<file path="src/rtl/mem_arbiter.sv">
// mem_arbiter
// Round-robin arbiter that shares one single-port memory between an
// instruction-fetch port (read only) and a load/store port. Each transaction
// walks IDLE -> ACCESS -> RESP -> IDLE. Reads hold ACCESS for READ_LAT cycles.
// Writes hold ACCESS for one cycle with the write strobe high.
// All outputs come straight from registers.
module mem_arbiter #(
    parameter int READ_LAT = 2  // memory read latency in cycles, 1..8
) (
    input  logic        clk,
    input  logic        reset,      // synchronous, active-low

    // instruction-fetch port
    input  logic        if_req,
    input  logic [31:0] if_addr,
    output logic        if_ack,
    output logic [31:0] if_rdata,

    // load/store port
    input  logic        ls_req,
    input  logic        ls_we,
    input  logic [31:0] ls_addr,
    input  logic [31:0] ls_wdata,
    output logic        ls_ack,
    output logic [31:0] ls_rdata,

    // single-port memory
    output logic [31:0] mem_addr,
    output logic [31:0] mem_wdata,
    output logic        mem_wr,
    input  logic [31:0] mem_rdata,

    // status
    output logic        busy,
    output logic        grant_ls,
    output logic [1:0]  estado
);

    typedef enum logic [1:0] {
        ST_IDLE   = 2'd0,
        ST_ACCESS = 2'd1,
        ST_RESP   = 2'd2
    } state_t;

    // Four bits count up to 15. The longest read compares against 7, so the
    // counter never wraps.
    localparam int               CNT_W    = 4;
    localparam logic [CNT_W-1:0] LAST_CNT = CNT_W'(READ_LAT - 1);

    state_t             r_state;
    logic               r_last_grant;  // 1 = load/store won the last arbitration
    logic               r_grant_ls;    // owner of the current/last transaction
    logic [CNT_W-1:0]   r_cnt;         // ACCESS cycles elapsed for a read
    logic               r_we;          // latched direction of the transaction
    logic [31:0]        r_addr;
    logic [31:0]        r_wdata;
    logic               r_mem_wr;
    logic               r_if_ack;
    logic               r_ls_ack;
    logic [31:0]        r_if_rdata;
    logic [31:0]        r_ls_rdata;

    logic               w_pick_ls;

    // Arbitration: a lone request wins. On a tie, the port that lost last time wins.
    always_comb begin
        // NOTE: the default comes first, so every path assigns w_pick_ls and no latch is inferred.
        w_pick_ls = 1'b0;
        if (ls_req && (!if_req || !r_last_grant)) begin
            w_pick_ls = 1'b1;
        end
    end

    // Transaction FSM, including the latched request and the registered outputs.
    // NOTE: every register here uses <=, so all updates see the pre-edge values.
    always_ff @(posedge clk) begin
        if (!reset) begin
            r_state      <= ST_IDLE;
            r_last_grant <= 1'b1;      // load/store counts as last, so fetch wins the first tie
            r_grant_ls   <= 1'b0;
            r_cnt        <= '0;
            r_we         <= 1'b0;
            r_addr       <= '0;
            r_wdata      <= '0;
            r_mem_wr     <= 1'b0;
            r_if_ack     <= 1'b0;
            r_ls_ack     <= 1'b0;
            r_if_rdata   <= '0;
            r_ls_rdata   <= '0;
        end else begin
            // Acks and the write strobe are pulses. They are raised only by the transitions below.
            r_if_ack <= 1'b0;
            r_ls_ack <= 1'b0;
            r_mem_wr <= 1'b0;

            unique case (r_state)
                ST_IDLE: begin
                    if (if_req || ls_req) begin
                        r_grant_ls   <= w_pick_ls;
                        r_last_grant <= w_pick_ls;
                        r_addr       <= w_pick_ls ? ls_addr  : if_addr;
                        r_wdata      <= w_pick_ls ? ls_wdata : 32'd0;
                        r_we         <= w_pick_ls & ls_we;
                        r_mem_wr     <= w_pick_ls & ls_we;
                        r_cnt        <= '0;
                        r_state      <= ST_ACCESS;
                    end
                end

                ST_ACCESS: begin
                    if (r_we || (r_cnt == LAST_CNT)) begin
                        // Last ACCESS edge: a read captures data for its owner only.
                        if (!r_we) begin
                            if (r_grant_ls) begin
                                r_ls_rdata <= mem_rdata;
                            end else begin
                                r_if_rdata <= mem_rdata;
                            end
                        end
                        r_if_ack <= ~r_grant_ls;
                        r_ls_ack <= r_grant_ls;
                        r_state  <= ST_RESP;
                    end else begin
                        r_cnt <= r_cnt + 1'b1;
                    end
                end

                ST_RESP: begin
                    // The requester drops req while the FSM passes through IDLE,
                    // so RESP returns without sampling requests.
                    r_state <= ST_IDLE;
                end

                default: begin
                    r_state <= ST_IDLE;
                end
            endcase
        end
    end

    assign if_ack    = r_if_ack;
    assign if_rdata  = r_if_rdata;
    assign ls_ack    = r_ls_ack;
    assign ls_rdata  = r_ls_rdata;
    assign mem_addr  = r_addr;
    assign mem_wdata = r_wdata;
    assign mem_wr    = r_mem_wr;
    assign busy      = (r_state != ST_IDLE);
    assign grant_ls  = r_grant_ls;
    assign estado    = r_state;

endmodule

</file>
<file path="config.mk">
export PLATFORM = sky130hd
export DESIGN_NAME = mem_arbiter
export DESIGN_NICKNAME = d
export VERILOG_FILES = /design/src/rtl/mem_arbiter.sv
export SDC_FILE = /design/constraint.sdc
export NUM_CORES = 1
export LEC_CHECK = 0
export CELL_PAD_IN_SITES_DETAIL_PLACEMENT = 1
export CELL_PAD_IN_SITES_GLOBAL_PLACEMENT = 2
export CORE_AREA = 2 2 219 135
export CTS_CLUSTER_DIAMETER = 80
export DETAILED_ROUTE_END_ITERATION = 16
export DIE_AREA = 0 0 221 137
export HOLD_SLACK_MARGIN = 0.12
export PLACE_DENSITY = 0.8
export SETUP_SLACK_MARGIN = 0.1
export SLEW_MARGIN = 5
export SYNTH_ARGS = -nofsm -noshare
export SYNTH_HDL_FRONTEND = slang
export SYNTH_SLANG_ARGS = --single-unit
export TNS_END_PERCENT = 100
</file>
<file path="constraint.sdc">
create_clock -name clk -period 1.8 [get_ports clk]
set_input_delay 0.54 -clock clk [delete_from_list [all_inputs] [get_ports clk]]
set_output_delay 0.54 -clock clk [all_outputs]
set_load 0.1 [all_outputs]
</file>
== Word level (Yosys, flattened, before mapping) ==
Cells that the tools add are included.
Cells by class
  eq/ne operators: 5
  muxes and demuxes: 9
  bitwise logic cells: 3
  reduce and logical (&&, ||, !) cells: 16
  add/subtract/negate cells: 1
Operators by type and width (number)
  $mux W32: 2
  $reduce_and A3 Y1: 3
  $mux W4: 2
  $pmux W4 S2: 1
  $reduce_and A4 Y1: 2
  $ne A2 B2 Y1 const B: 3
  $add A4 B1 Y4 const B: 1
  $eq A4 B1 Y1 const B: 1
  $mux W2: 2
  $pmux W2 S2: 1
  $reduce_and A2 Y1: 2
  $reduce_bool A2 Y1: 2
  $logic_or A1 B1 Y1: 3
  $eq A2 B1 Y1 const B: 1
  $logic_not A1 Y1: 2
  $logic_not A2 Y1: 1
  $not A1 Y1: 2
  $and A1 B1 Y1: 1
  $logic_and A1 B1 Y1: 1
  $mux W1: 1
Word-level totals
  output and inout port bits: 135
  register bits: 140
  word-level logic and storage cells: 46
  input port bits: 133

== Logic depth before layout (Yosys ltp) ==
Gate-level depths: netlist of run 1.
  word-level depth: 5
  gate-level depth with buffers: 7
  mapped depth without buffers: 5

== Worst setup path after synthesis of run 1 ==
Ideal clock, no wire load.
  kind: register to output
  start: register r_state[1] (netlist: estado[1])
  end: output busy
  required time: 1260 ps
  setup slack: -1294 ps
  buffers on the path: 2
  data arrival time: 2554 ps
  cell stages (with the launch flop): 5
  cell sequence: dfxtp_1 > nor2_1 > inv_2 > clkbuf_1 > clkbuf_1
Between the ends
  cells in the longest elaborated chain, start to end: 1
RTL lines
  start: declaration: line 50  | state_t r_state;
  start signal: assignment: line 78  | r_state <= ST_IDLE;
  start signal: assignment: line 106  | r_state <= ST_ACCESS;
  start signal: assignment: line 122  | r_state <= ST_RESP;
  $reduce_bool A2 Y1: line 148  | assign busy = (r_state != ST_IDLE);
  end: declaration: line 34  | output logic busy,
No other way between the ends.

== Worst setup path after layout of run 1 ==
  start: register r_state[0] (netlist: estado[0])
  end: output busy
The elaborated chain is that of the path after synthesis.

==> qor.csv, run 1 <==
metric;value;unit
h-tree-depth;4;
netlist_instances;632;
dieWidth;221;microns
yosys_warnings;0;
fin_util;39.36;%
dpl.hpwl;16130;microns
syn2layout_area_growth;99.98;%
core_area;0.02829;sq mm
period_share;99.32;%
post_drt_wl_per_cell;17.98;microns
worstMarginPinSlew;0.5053;ns
gp_congestion;0.7751;
clk_pin_slew;0.06;ns
rr_endpoint;if_rdata[14];
rr_startpoint;r_cnt[1];
grt_pass1_vias;5826;
root_buffer;clkbuf_16;
grt_overflow;0;
cts_buffers;17;
drc_errors;0;
num_rows;48;
maxCapViolCount;0;
drive_above_1_share;26.16;%
cts_tree;built;
stdcell_count;1301;
ir_drop;0.4243;mV
synth_nets;767;
outcome;finished clean;
antenna_found_initial;1;
grt_max_degree;69;
syn_area_per_cell;8.810;sq um
finalMaxSlewViolations;0;
maxSlewHeadroom;66.32;%
startpoint_type;flop;
insertion_delay;0.43;ns
synth_area_leaders;dfxtp_1 50%, mux2i_1 12%, nand2_1 11%;
fin_total_pwr;10.23;mW
ant_nets;0;
clock_skew;0.006797;ns
grt_use_total;14.97;%
drt_iter0_drc;225;
vias;5664;
ios;268;
die_h;137;microns
crit_type;reg2out;
cp_max_fo;2;
start_util;19.68;%
ctsLongestPathBuffers;2;
crit_path_start;estado[0];
io_buffers;267;
end_kind;primary output;
power_density;919.1;mW/mm^2
yosysUniqueCellTypes;34;
dr.pass1.iters;4;
worstPathRequired;1.26;ns
ys_seq_area_share;50.34;%
synth.ff_latch_count;140;
p_leak;4.630;nW
fmax;559.4;MHz
fin_nets;1047;
timing.hold.ws;0.3959;ns
dp_cells;1256;
synth_top_cell_by_area;dfxtp_1;
cp_data_arrival_time;1.25;ns
cp_slowest_cell;dfxtp_4;
dr_wl_met2;10160;microns
top_layer_used;met4;
cts_hold_buf;0;
grt_pass1_wl;34410;microns
routed_wl;23390;microns
dr_wl_met3;1716;microns
whs_endpoint;estado[0];
max_stage_delay;0.34;ns
cts_sinks;140;
cp_cell_sequence;buf_6 > nor2_4 > inv_6 > buf_12;
setup-violations-final;0;
die_area;0.03028;sq mm
syn_area;0.005568;sq mm
vias_per_cell;4.354;
period_minus_slack;1.788;ns
hold_class;in2reg;
rrSetupSlack;0.02;ns
hold_violations;0;
wl_met1;11160;microns
reg2regPathDepth;6;
synth.top_cell.area_share;50.34;%
rsz0062_at_grt;true;
hp-start;reset;
min_path_cells;2;
cell families after synthesis:
kind of cell / Yosys count / share of synthesized area, %
simple gates: 225 / 17.21
compound gates: 140 / 15.12
flops: 140 / 50.34
mux: 65 / 11.69
buf+inv: 60 / 5.191
fa+ha+maj: 2 / 0.4494
area by class of cell:
cell class | count | area (sq um)
clock inverter | 12 | 120.1
fill | 3118 | 17150
sequential | 140 | 2814
clock buffer | 20 | 466.7
antenna | 1 | 2.502
inverter | 3 | 16.27
multi-input combinational | 432 | 2559
tap | 375 | 469.2
timing repair buffer | 318 | 4687
placed cells by master (no fill, tap or decap), types with 2 or more instances in the layout:
master	n
clkbuf_8	3
clkdlybuf4s50_1	130
nor3b_1	2
dfxtp_4	2
clkinv_2	7
buf_4	31
a21oi_1	66
nor2_4	2
a311oi_1	30
dfxtp_1	135
and2_1	2
bufinv_16	2
o21ai_0	36
inv_2	2
nor2b_1	2
buf_16	2
nand2b_1	2
nand2_1	165
mux2i_2	3
clkbuf_16	21
buf_6	2
a311oi_2	2
a221o_1	2
nand4_1	2
or4_1	2
mux2i_1	62
nand3_1	37
dfxtp_2	3
buf_12	148
clkinv_4	2
worst max-delay path, delay by kind of cell (launching register included):
| family | cells | cell delay, ns |
|---|---|---|
| buf+inv | 3 | 0.33 |
| flops | 1 | 0.34 |
| simple gates | 1 | 0.14 |
how the worst max path moves through the flow:
stage | slack (ns) | to
global route | -0.04 | busy
CTS | -0.03 | busy
finish | 0.01 | busy
floorplan | -0.05 | busy
detailed placement | -0.32 | mem_addr[25]
global placement | -0.23 | mem_wdata[10]
cells in the mapped netlist (all sizes together):
cell type  instances
a21bo              1
a21boi             1
a21oi             66
a221o              2
a311oi            32
and2               2
and3b              1
and4               1
buf               13
clkbuf            44
dfxtp            140
ha                 2
inv                3
mux2i             65
nand2            165
nand2b             2
nand3             38
nand3b             1
nand4              2
nor2               3
nor2b              2
nor3b              2
o21a               1
o21ai             36
o22ai              1
or2                1
or3                1
or3b               2
or4                2
layer usage:
layer	track usage, %	up-vias
met5	0	-
li1	-	2764
met3	6.677	21
met4	4.847	0
met2	22.10	150
met1	19.43	2729
through the flow:
stage | setup TNS, ns | setup WS [ns] | instance area, sq um
final | 0 | 0.01226 | 11130
after detailed placement | -20.29 | -0.3186 | 10260
after global routing | -0.1801 | -0.04313 | 11130
after floorplan | -0.04991 | -0.04991 | 5587
after CTS | -0.02970 | -0.02970 | 10970
after global placement | -15.64 | -0.2349 | 10260
registers in the layout (all words and copies together), names as in the netlist, 2 cells and up:
name       flops
if_rdata      32
r_cnt          4
estado         2
ls_rdata      32
mem_addr      32
mem_wdata     32
what timing repair did:
item,4_1_cts,5_1_grt
resized for setup,15,8
buffers inserted,3,3
setup endpoints to repair,34,55
cloned,2,4
pin swaps,2,0
power breakdown:
| part | internal [mW] | leakage [nW] | total, mW | switching (mW) |
|---|---|---|---|---|
| Combinational | 1.27 | 3.19 | 3.22 | 1.95 |
| Clock | 2.13 | 0.295 | 3.55 | 1.42 |
| Sequential | 3.28 | 1.14 | 3.47 | 0.187 |
| Total | 6.68 | 4.63 | 10.2 | 3.55 |
No activity file was read; power rests on OpenSTA's default activity.
==> inputs of run 2 (changes only) <==
==> constraint.sdc (replaced) <==
create_clock -name clk -period 1.6 [get_ports clk]
set_input_delay 0.48 -clock clk [delete_from_list [all_inputs] [get_ports clk]]
set_output_delay 0.48 -clock clk [all_outputs]
set_load 0.1 [all_outputs]
==> run 2 against run 1 <==
  * The flow now finishes with violations (negative setup slack)
  * Cell area is 12% higher
  * Sequential cell count unchanged
  * First-iteration DRC count is 52% higher
  * Combinational power up 37%
  * Clock-buffer cell count up 1
  * Non-clock buffer count rose by 27
  * Global-route usage rose by 1.0 points
  * Worst hold slack gained 0.078 ns
  * Setup slack lost 0.22 ns
  * Cell count rose by 2.1%
  * Clock skew increased by 0.0044 ns
  * Critical path depth grew 2
  * Critical path type is now reg2reg
==> qor.csv, run 2 (synthesis gave the netlist of run 1 again) <==
metric;value;unit;change
outcome;complete, but fails checks;;
failed_checks;negative setup slack;;
syn2layout_area_growth;123.3;%;
fill_cells;2958;;-5.1%
hold_class;in2reg;;
post_drt_wl_per_cell;19.57;microns;+8.8%
maxCapViolCount;0;;unchanged
worstMarginPinSlew;0.4556;ns;-0.04963 ns
clk_pin_slew;0.06;ns;about the same
ant_nets;0;;unchanged
cts_tree;built;;
crit_type;reg2reg;;
fin_util;43.95;%;+4.6 points
gp_congestion;0.7974;;+2.9%
dr.pass1.iters;4;;unchanged
fmax;552.3;MHz;
end_kind;flop;;
ctsLongestPathBuffers;2;;unchanged
rsz0062_at_grt;true;;
grt_max_degree;66;;-4.3%
cts_sinks;140;;unchanged
insertion_delay;0.44;ns;about the same
cts_hold_buf;0;;unchanged
setup-violations-final;74;;+74
h-tree-depth;4;;unchanged
fin_total_pwr;12.31;mW;+20%
start_util;19.68;%;unchanged
cp_data_arrival_time;2.12;ns;+0.87 ns
ir_drop;0.6887;mV;+62%
antenna_found_initial;2;;+1
period_minus_slack;1.810;ns;
grt_pass1_wl;36560;microns;+6.2%
fin_tns_setup;-7.859;ns;-7.859 ns
drt_iter0_drc;342;;+52%
core_area;0.02829;sq mm;unchanged
vias_per_cell;4.489;;+3.1%
period_share;113.2;%;
critPathBufInv;2;;-1
startpoint_type;flop;;
hold_violations;0;;unchanged
max_stage_delay;0.48;ns;+0.14 ns
grt_overflow;0;;unchanged
die_h;137;microns;unchanged
grt_pass1_vias;6112;;+4.9%
vias;5961;;+5.2%
io_buffers;267;;unchanged
fin_nets;1074;;+2.6%
cp_slowest_cell;or3_4;;
maxSlewHeadroom;69.49;%;+3.2 points
drc_errors;0;;unchanged
num_rows;48;;unchanged
final_common_cell;nand2_1;;
p_leak;5.002;nW;+8.0%
crit_family;simple AND/OR/NAND/NOR gates;;
worstPathRequired;1.91;ns;+0.65 ns
final_cell_mix;165 x nand2_1, 152 x buf_12, 129 x clkdlybuf4s50_1;;
routed_wl;25990;microns;+11%
cp_max_fo;8;;+6
dpl.hpwl;16210;microns;+0.51%
die_area;0.03028;sq mm;unchanged
clock_skew;0.01115;ns;+0.004356 ns
finalMaxSlewViolations;0;;unchanged
ios;268;;unchanged
cp_cell_sequence;inv_2 > ha_4 > or3b_4 > or3_4 > buf_16 > mux2i_1;;
grt_use_total;15.97;%;+1.0 points
dieWidth;221;microns;unchanged
power_density;990.2;mW/mm^2;+7.7%
drive_above_1_share;50.95;%;+25 points
cts_buffers;17;;unchanged
root_buffer;clkbuf_16;;
fin_ws;-0.2105;ns;-0.2227 ns
run 2: changes by cell type in the layout (fill, tap and decap cells not counted), sizes merged:
cell           previous run  this run
clkinvlp                  1         3
buf                     183       205
clkinv                    9         6
clkbuf                   24        30
clkdlybuf4s50           130       129
dlygate4sd2               0         2
dlymetal6s2s              1         0
run 2: final timing paths:
check | start | end | slack (ns) | depth (start not counted)
setup reg to reg | r_cnt[1] | if_rdata[13] | -0.21 | 6
hold / removal | reset | r_last_grant | 0.47 | 3
setup / recovery | r_cnt[1] | if_rdata[13] | -0.21 | 6
hold reg to reg | ls_rdata[23] | ls_rdata[23] | 0.48 | 2
run 2: per-stage QoR:
stage               hold WS [ns]  setup slack (ns)  area, sq um  std cells
finish                    0.4737           -0.2105        12430       1328
CTS                       0.4369           -0.2029        11270       1294
detailed placement        0.4916           -0.4059        10240       1250
global route              0.4704           -0.2697        12430       1327
floorplan                 0.4645           -0.1709         5618        632
global placement          0.4818           -0.3461        10240       1250
run 2: per-layer routing:
layer / global-route usage, % / vias to the layer above / part of all wire, %
li1: - / 2827 / -
met1: 21.95 / 2942 / 47
met2: 23.33 / 175 / 45
met3: 6.483 / 17 / 6.7
met4: 3.356 / 0 / 0.83
met5: 0 / - / 0
run 2: layout make-up:
class / count / area [sq um] / area share (%)
sequential: 140 / 3034 / 24.41
antenna: 1 / 2.502 / 0.02013
multi-input combinational: 432 / 3154 / 25.37
tap: 375 / 469.2 / 3.774
timing repair buffer: 345 / 5182 / 41.69
inverter: 3 / 18.77 / 0.1510
clock buffer: 21 / 450.4 / 3.623
clock inverter: 11 / 120.1 / 0.9662
run 2: worst min-delay path, delay by kind of cell:
kind | cells | cell delay, ns
and+or+nand+nor | 1 | 0.07
buffers and inverters | 2 | 0.33
run 2: where the power goes:
group / leakage, nW / internal (mW) / switching [mW]
Sequential: 1.21 / 3.72 / 0.232
Clock: 0.273 / 2.33 / 1.62
Combinational: 3.52 / 1.89 / 2.53
Total: 5.00 / 7.93 / 4.38
run 2: what timing repair did:
item	in CTS	in global routing
pin swaps	4	73
cloned	6	10
resized for setup	163	158
setup buffers	6	25
hold endpoints to repair	0	0
setup endpoints to repair	245	184
